### config.mk
export PLATFORM = sky130hd
export DESIGN_NAME = regfile_mp_sb
export DESIGN_NICKNAME = d
export VERILOG_FILES = /design/src/rtl/regfile_mp_sb.sv
export SDC_FILE = /design/constraint.sdc
export NUM_CORES = 2
export LEC_CHECK = 0
export CORE_UTILIZATION = 45
export CTS_CLUSTER_SIZE = 8
export DETAILED_ROUTE_END_ITERATION = 16
export SLEW_MARGIN = 20
export SYNTH_ARGS = -nofsm -noshare
export SYNTH_HDL_FRONTEND = slang
export SYNTH_SLANG_ARGS = --single-unit
### constraint.sdc
create_clock -name clk -period 34.4 [get_ports clk]
set_input_delay 5.16 -clock clk [delete_from_list [all_inputs] [get_ports clk]]
set_output_delay 5.16 -clock clk [all_outputs]
set_load 0.1 [all_outputs]
### src/rtl/regfile_mp_sb.sv
// Multi-port register file with a per-register busy scoreboard for issue/writeback.
// Define REGFILE_MP_SB_BYPASS_EN to forward same-cycle write data to the read ports.
module regfile_mp_sb #(
  parameter int DATA_W        = 32,
  parameter int REG_W         = 5,
  parameter int NUM_RD        = 2,
  parameter int NUM_WR        = 2,
  parameter int HARDWIRE_ZERO = 1
) (
  input  logic                     clk,
  input  logic                     rst,
  input  logic [NUM_RD*REG_W-1:0]  rsel,
  output logic [NUM_RD*DATA_W-1:0] rdat,
  output logic [NUM_RD-1:0]        rbusy,
  input  logic [NUM_WR-1:0]        wen,
  input  logic [NUM_WR*REG_W-1:0]  wsel,
  input  logic [NUM_WR*DATA_W-1:0] wdat,
  input  logic                     rsv_en,
  input  logic [REG_W-1:0]         rsv_sel,
  output logic                     rsv_ok,
  input  logic                     flush,
  output logic [2**REG_W-1:0]      busy_vec
);

  localparam int DEPTH = 2**REG_W;

  logic [DATA_W-1:0] rf_q [DEPTH];
  logic [DATA_W-1:0] rf_d [DEPTH];
  logic [DEPTH-1:0]  busy_q, busy_d;

  logic [REG_W-1:0]  wsel_a [NUM_WR];
  logic [DATA_W-1:0] wdat_a [NUM_WR];

  function automatic logic is_zero(input logic [REG_W-1:0] s);
    return (HARDWIRE_ZERO != 0) && (s == '0);
  endfunction

  for (genvar j = 0; j < NUM_WR; j++) begin : g_wr_unpack
    assign wsel_a[j] = wsel[j*REG_W +: REG_W];
    assign wdat_a[j] = wdat[j*DATA_W +: DATA_W];
  end

  // Acceptance always looks at the registered scoreboard, never at same-cycle writes.
  assign rsv_ok   = rsv_en & ~flush & ~rst & ~busy_q[rsv_sel];
  assign busy_vec = busy_q;

  always_comb begin
    rf_d = rf_q;
    for (int j = 0; j < NUM_WR; j++) begin
      if (wen[j] && !is_zero(wsel_a[j])) begin
        rf_d[wsel_a[j]] = wdat_a[j];
      end
    end
  end

  // Order matters: writeback clears, then an accepted reservation sets, then flush wipes all.
  always_comb begin
    busy_d = busy_q;
    for (int j = 0; j < NUM_WR; j++) begin
      if (wen[j]) begin
        busy_d[wsel_a[j]] = 1'b0;
      end
    end
    if (rsv_ok && !is_zero(rsv_sel)) begin
      busy_d[rsv_sel] = 1'b1;
    end
    if (flush) begin
      busy_d = '0;
    end
    if (HARDWIRE_ZERO != 0) begin
      busy_d[0] = 1'b0;
    end
  end

  always_ff @(posedge clk or posedge rst) begin
    if (rst) begin
      for (int k = 0; k < DEPTH; k++) begin
        rf_q[k] <= '0;
      end
      busy_q <= '0;
    end else begin
      rf_q   <= rf_d;
      busy_q <= busy_d;
    end
  end

  for (genvar i = 0; i < NUM_RD; i++) begin : g_rd
    logic [REG_W-1:0]  rs;
    logic [DATA_W-1:0] rd;
    logic              rb;

    assign rs = rsel[i*REG_W +: REG_W];

    always_comb begin
      rd = is_zero(rs) ? '0 : rf_q[rs];
      rb = is_zero(rs) ? 1'b0 : busy_q[rs];
`ifdef REGFILE_MP_SB_BYPASS_EN
      if (!rst) begin
        for (int j = 0; j < NUM_WR; j++) begin
          if (wen[j] && (wsel_a[j] == rs) && !is_zero(rs)) begin
            rd = wdat_a[j];
            rb = 1'b0;
          end
        end
      end
`endif
    end

    assign rdat[i*DATA_W +: DATA_W] = rd;
    assign rbusy[i]                 = rb;
  end

endmodule

==> Word-level counts from Yosys, hierarchy flattened <==
Cells that the tools add are included.
W data, S select, Z words.
{ "op_classes": {"n_lt_le_gt_ge": 14, "mux": 34, "bitwise": 15, "n_reduce_logical": 16} }
{ "op_table": {"columns": ["op", "count"], "rows": [
  ["$bwmux W1024", 2],
  ["$mux W1024", 2],
  ["$mux W32", 12],
  ["$bmux W32 S5", 2],
  ["$demux W32 S5", 2],
  ["$and A32 B32 Y32", 2],
  ["$not A32 Y32", 2],
  ["$or A32 B32 Y32", 1],
  ["$lt A5 B6 Y1 const B", 5],
  ["$logic_not A5 Y1", 5],
  ["$ge A6 B6 Y1 const B", 4],
  ["$not A5 Y6", 4],
  ["$bmux W1 S5", 3],
  ["$demux W1 S5", 3],
  ["$ge A5 B1 Y1 const B", 3],
  ["$lt A6 B1 Y1 const B", 2],
  ["$logic_and A1 B1 Y1", 8],
  ["$mux W1", 8],
  ["$and A1 B1 Y1", 3],
  ["$logic_not A1 Y1", 3],
  ["$not A1 Y1", 3]
]} }
{ "totals": {"regBits": 1055} }

==> Depth between registers and ports, before layout <==
{ "logic_depth": {"depth_word": 12, "mapped_depth": 8} }

==> Worst setup path before layout <==
No wires, ideal clock.
{ "synth_timing": {"kind": "in2out", "startpoint": "input rsv_sel[1]", "endpoint": "output rsv_ok", "arrival_ns": 8.983, "t_required_ns": 29.240, "slack_ns": 20.257, "cell_stages": 4, "path_cell_list": "mux2_2 > a221oi_1 > o41ai_2 > nor4_1"} }
{ "synth_between": {"elab_chain_cells": 4} }
{ "synth_rtl": {"columns": ["item", "line_no", "rtl"], "rows": [
  ["from (decl)", "19", "input logic [REG_W-1:0] rsv_sel,"],
  ["$bmux W1 S5", "44", "assign rsv_ok = rsv_en & ~flush & ~rst & ~busy_q[rsv_sel];"],
  ["$mux W1 (not written as such)", "44", null],
  ["$not A1 Y1", "44", null],
  ["$and A1 B1 Y1", "44", null],
  ["to (decl)", "20", "output logic rsv_ok,"]
]} }
Every way passes these cells. The select of a mux whose other input is x is not followed.

==> Worst setup path in the final report <==
{ "layout_timing": {"startpoint": "input rsel[0]", "endpoint": "output rdat[24]"} }
{ "layout_between": {"elab_chain_cells": 5, "elab_cells_between_ends": 6, "cone_classes": "4 x mux; 1 x bitwise; 1 x reduce/logical"} }
{ "layout_rtl": {"columns": ["item", "line_no", "rtl"], "rows": [
  ["from (decl)", "12", "input logic [NUM_RD*REG_W-1:0] rsel,"],
  ["$not A5 Y6 (not written as such)", "95", "rd = is_zero(rs) ? '0 : rf_q[rs];"],
  ["$bmux W32 S5", "95", null],
  ["$mux W32 (not written as such) (2 in a row)", "95", null],
  ["$mux W32 *", "95", null],
  ["to (decl)", "13", "output logic [NUM_RD*DATA_W-1:0] rdat,"]
]} }
Mark *: on every way between the ends. The rest lies on a longest branch, timed or not. The select of a mux whose other input is x is not followed.

==> results by stage <==
Floorplanning:
- The floorplan die width is 384 um.
- The number of placement rows is 139.
- The die height is 384 um.
- The core region area is 0.144 mm2.
- 194 I/O pins were placed.
- The initial utilization of the core area, before any placement, comes to 45.5%.
- The die area is 0.147 mm2.

Place:
- The post-placement setup slack is 19.10 ns.
- The half-perimeter wire length after placement is around 160000 um.
- The placed instance area is 0.0683 mm2.
- The placed instance count is 7787.
- The number of I/O port buffers is 192.
- Routability-driven placement finished with a final weighted congestion of 0.907.

Finish:
- Summing all flip-flop and latch instances after layout gives between 0.02 and 0.03 mm2.
- The number of standard cells in the layout, taps in and fillers out is 7967.
- The area growth from synthesis to layout is 10.2%.
- The post-layout instance area is about 0.072 mm2.
- Fill cells in the final layout number between 10000 and 15000.
- The share of cells above drive strength 1 is 16.4%.
- At the end of the flow, the number of nets in the layout was 6131.
- The area of the multi-input gates is 0.0363 mm2.

GRT:
- The first global-routing pass estimated 410000 um of wire.
- Entering global routing, the biggest net connects around 150 pins.
- The number of global-route vias before repair is 53300.
- The total congestion overflow is 0.
- The initial antenna violation count is 34.
- The global-route total usage across every layer is 39.4%.

Synth:
- The distinct cell type count after synthesis is 56.
- The total standard cell area after synthesis is around 0.066 mm2.
- The net count after synthesis is 6391.
- In the synthesized netlist, the number of instances is 6296.
- The count of flip-flops with a built-in enable after synthesis is 0.
- The number of warnings reported in the yosys synthesis log is 0.
- The async set or reset register ratio after synthesis is 100%.
- The area fraction of the dominant cell type after synthesis is 40.3%.
- The predominant post-synthesis flop cell is sky130_fd_sc_hd__dfrtp_1.
- The synthesized design contains 1055 register bits.
- The share of the yosys chip area belonging to registers is between 40% and 50%.
- The largest total area in the synthesized netlist belongs to sky130_fd_sc_hd__dfrtp_1.
- Averaged over all synthesized cells, the footprint is ~10 um2.
- In the post-synthesis netlist, the biggest area contributors are sky130_fd_sc_hd__dfrtp_1 (40%), sky130_fd_sc_hd__mux4_2 (18%), sky130_fd_sc_hd__mux2i_1 (13%).

CTS:
- Clock tree synthesis selected as its root buffer the cell sky130_fd_sc_hd__clkbuf_16.
- The number of buffers added for setup after CTS is 0.
- The post-cts hold buffer count is 0.
- TritonCTS built the clock tree.
- The H-tree generated during clock tree synthesis spans 4 levels.
- Post-CTS repair changed the size of 0 cells.
- The clock passes through at most 3 buffers.
- Buffers inserted during clock tree synthesis total 150.
- The latest clock arrival within the worst-skew pair is 0.79 ns.
- After clock tree synthesis, the clock-pin slew on the worst setup and hold paths is 0.05 ns.
- Counting every sink on the clock net gives 1055.

Power and ir drop:
- For this design the static power due to leakage is 31.3 nW.
- Dividing total power by cell area gives a power density of roughly 61 mW/mm2.
- Overall power consumption after layout is estimated at 4.39 mW.
- The maximum VDD drop is 0.0517 mV.

Timing:
- The highest attainable clock frequency is 65.2 MHz.
- Setup repair after global routing left no endpoint under its margin.
- The count of final hold-check violations is 0.
- Across all setup checks in the final design, the least slack found is 19.07 ns.
- The measured slew at the worst slew-check pin is about 1.3 ns.
- The final critical path time including I/O delays and setup is approximately 15 ns.
- The total setup violations reported at the end of the flow is 0.
- The worst path uses 44.6% of the clock period.
- The number of slew-limit violations in the final report was 0.
- Measured against its own limit, the worst slew margin works out to 15.3%.
- The worst clock skew is 0.00394 ns.
- The aggregate negative setup slack is 0 ns.

Hold path:
- The path class of the lowest-slack min-delay path is flop to flop.

Critical path:
- The worst setup path is captured at an output port.
- The worst setup path category is input port to output port.
- The maximum fanout along the worst path is 75.
- The maximum cell stage delay along the critical path is 1.10 ns.
- The slowest stage of the critical path is the sky130_fd_sc_hd__clkdlybuf4s50_1 cell.
- The category of the worst setup path launch point is an input port.
- Among the stages of the critical path, the cell type that occurs most often is sky130_fd_sc_hd__buf_4.
- The arrival time of data at the critical path endpoint is 10.17 ns.
- Data on the critical path is required at its endpoint by 29.24 ns.
- The signal on the critical path passes through buf_8 > buf_4 > buf_4 > mux4_2 > mux2i_1 > o22a_1 > o221ai_1 > clkdlybuf4s50_1.

Drt:
- The routed wire length is 293000 um.
- The number of search-and-repair iterations in the first detailed-routing pass is 13.
- In the routed design, unresolved DRC markers number 14.
- Dividing the detail-routed wire length by the instance count gives ~37 um.
- The ratio of routed vias to standard cells is 7.05.
- The number of violations reported at the end of detailed-routing iteration 0 is between 9000 and 10000.
- Once detail routing completed, the nets flagged for antenna violations numbered 0.
- The final route contains 56200 vias.

Status:
- The flow ran to the end, but the final reports show violations.
- The checks that failed: DRC.

Job:
- Max-cap violations in this run came to 0.
==> cell type report <==
cell class,count,share of cell area (%)
multi-input combinational,4467,50.3
sequential,1055,36.6
clock buffer,157,5.34
timing repair buffer,361,4.33
tap,1903,3.30
clock inverter,5,0.0901
antenna,18,0.0624
inverter,1,0.0104
==> cells by family (layout without fill, tap and decap cells) <==
group                  count (synthesis)  in the layout  synth area share, %
buffers and inverters                774            524                 4.98
AO/OA/AOI/OAI                       1371           1371                 12.9
AND/OR/NAND/NOR                     1729           1729                 10.9
multiplexers                        1366           1366                 31.0
other                                  1             19              0.00572
flip-flops                          1055           1055                 40.3
==> critical path: cells and delay by family <==
| family | cells | cell delay, ns |
|---|---|---|
| buf+inv | 4 | 3.48 |
| mux | 2 | 0.87 |
| compound gates | 2 | 0.47 |
==> Yosys cell counts (4+ instances only) <==
master                      instances
sky130_fd_sc_hd__or3_1              5
sky130_fd_sc_hd__o22ai_1           70
sky130_fd_sc_hd__dfrtp_1         1055
sky130_fd_sc_hd__or2_1             34
sky130_fd_sc_hd__o221ai_1          33
sky130_fd_sc_hd__a2bb2oi_1        195
sky130_fd_sc_hd__nand2b_1          13
sky130_fd_sc_hd__mux2_2             7
sky130_fd_sc_hd__o31ai_1            7
sky130_fd_sc_hd__mux4_2           530
sky130_fd_sc_hd__clkbuf_1         531
sky130_fd_sc_hd__or4bb_1            5
sky130_fd_sc_hd__buf_2            149
sky130_fd_sc_hd__a21oi_1          275
sky130_fd_sc_hd__o22a_1            33
sky130_fd_sc_hd__o211ai_2           4
sky130_fd_sc_hd__o21ai_0          456
sky130_fd_sc_hd__nand4b_1          18
sky130_fd_sc_hd__buf_4             41
sky130_fd_sc_hd__nand2_1         1012
sky130_fd_sc_hd__o211ai_4           7
sky130_fd_sc_hd__and2_1             8
sky130_fd_sc_hd__nor2b_1           12
sky130_fd_sc_hd__nand4bb_1         13
sky130_fd_sc_hd__and4b_1            5
sky130_fd_sc_hd__a31oi_1          238
sky130_fd_sc_hd__mux2i_1          829
sky130_fd_sc_hd__nor2_2             6
sky130_fd_sc_hd__nand3_1           25
sky130_fd_sc_hd__nor3_1             4
sky130_fd_sc_hd__nor3b_1            4
sky130_fd_sc_hd__nand3b_1           7
sky130_fd_sc_hd__buf_1             50
sky130_fd_sc_hd__nor2_1           537
sky130_fd_sc_hd__o21ai_1           44
sky130_fd_sc_hd__or2_2              4
==> per-layer routing <==
metal | global-route usage [%] | share of wire [%] | vias up
li1 | - | - | 22400
met1 | 50.0 | 36 | 27900
met2 | 57.2 | 43 | 4557
met3 | 13.6 | 14 | 1219
met4 | 25.2 | 7.5 | 22
met5 | 0.390 | 0.074 | -
==> placed cells by master (no fill, tap or decap), types with 6 or more instances in the layout <==
cell type                         synthesis  final
sky130_fd_sc_hd__o21ai_0                456    456
sky130_fd_sc_hd__mux2_2                   7      7
sky130_fd_sc_hd__nand2_4                  0     23
sky130_fd_sc_hd__nor2b_1                 12     12
sky130_fd_sc_hd__o221ai_1                33     33
sky130_fd_sc_hd__or2_1                   34     34
sky130_fd_sc_hd__mux2i_1                829    829
sky130_fd_sc_hd__o22a_1                  33     33
sky130_fd_sc_hd__o31ai_1                  7      7
sky130_fd_sc_hd__nor2_1                 537    520
sky130_fd_sc_hd__o22ai_1                 70     70
sky130_fd_sc_hd__nand2_1               1012    983
sky130_fd_sc_hd__clkbuf_16                0    153
sky130_fd_sc_hd__dfrtp_1               1055   1055
sky130_fd_sc_hd__buf_2                  149     25
sky130_fd_sc_hd__nand2b_2                 0      6
sky130_fd_sc_hd__a21oi_1                275    275
sky130_fd_sc_hd__nand3b_1                 7      7
sky130_fd_sc_hd__buf_4                   41    166
sky130_fd_sc_hd__clkdlybuf4s50_1          0    160
sky130_fd_sc_hd__nand2_2                  0      6
sky130_fd_sc_hd__o21ai_1                 44     44
sky130_fd_sc_hd__nand4bb_1               13     13
sky130_fd_sc_hd__a2bb2oi_1              195    195
sky130_fd_sc_hd__nand4b_1                18     18
sky130_fd_sc_hd__o211ai_4                 7      7
sky130_fd_sc_hd__nand3_1                 25     16
sky130_fd_sc_hd__nor2_4                   0     22
sky130_fd_sc_hd__diode_2                  0     18
sky130_fd_sc_hd__mux4_2                 530    530
sky130_fd_sc_hd__nand2b_1                13      7
sky130_fd_sc_hd__a31oi_1                238    238
==> sequential cells by signal, summed over array words and instances (netlist names) <==
signal    cells
rf_q       1024
busy_vec     31
==> report_power, final <==
part           leakage [nW]  switching, mW  internal [mW]
Clock                  1.93          0.563          0.787
Combinational          16.4          0.651          0.572
Sequential             13.1          0.266           1.55
==> metrics by stage <==
step	util [%]	hold WS, ns
2_1_floorplan	-	0.441
3_3_place_gp	47.4	0.377
4_1_cts	50.1	0.394
3_5_place_dp	47.4	0.382
5_1_grt	50.1	0.405
6_report	50.1	0.391
==> path summary, 6_finish.rpt <==
path | from | to | slack [ns] | cells past startpoint
worst max register to register | busy_vec[2]$_DFF_PP0_ | busy_vec[26]$_DFF_PP0_ | 32.39 | 4
min in group asynchronous | rst | rf_q[1019]$_DFF_PP0_ | 4.84 | 2
worst min-delay path | rf_q[1016]$_DFF_PP0_ | rf_q[1016]$_DFF_PP0_ | 0.39 | 0
max in group asynchronous | rst | rf_q[647]$_DFF_PP0_ | 25.11 | 7
worst max-delay path | rsel[0] | rdat[24] | 19.07 | 8
worst min register to register | rf_q[1016]$_DFF_PP0_ | rf_q[1016]$_DFF_PP0_ | 0.39 | 0
Note: power is estimated with default switching activity, not from simulation.
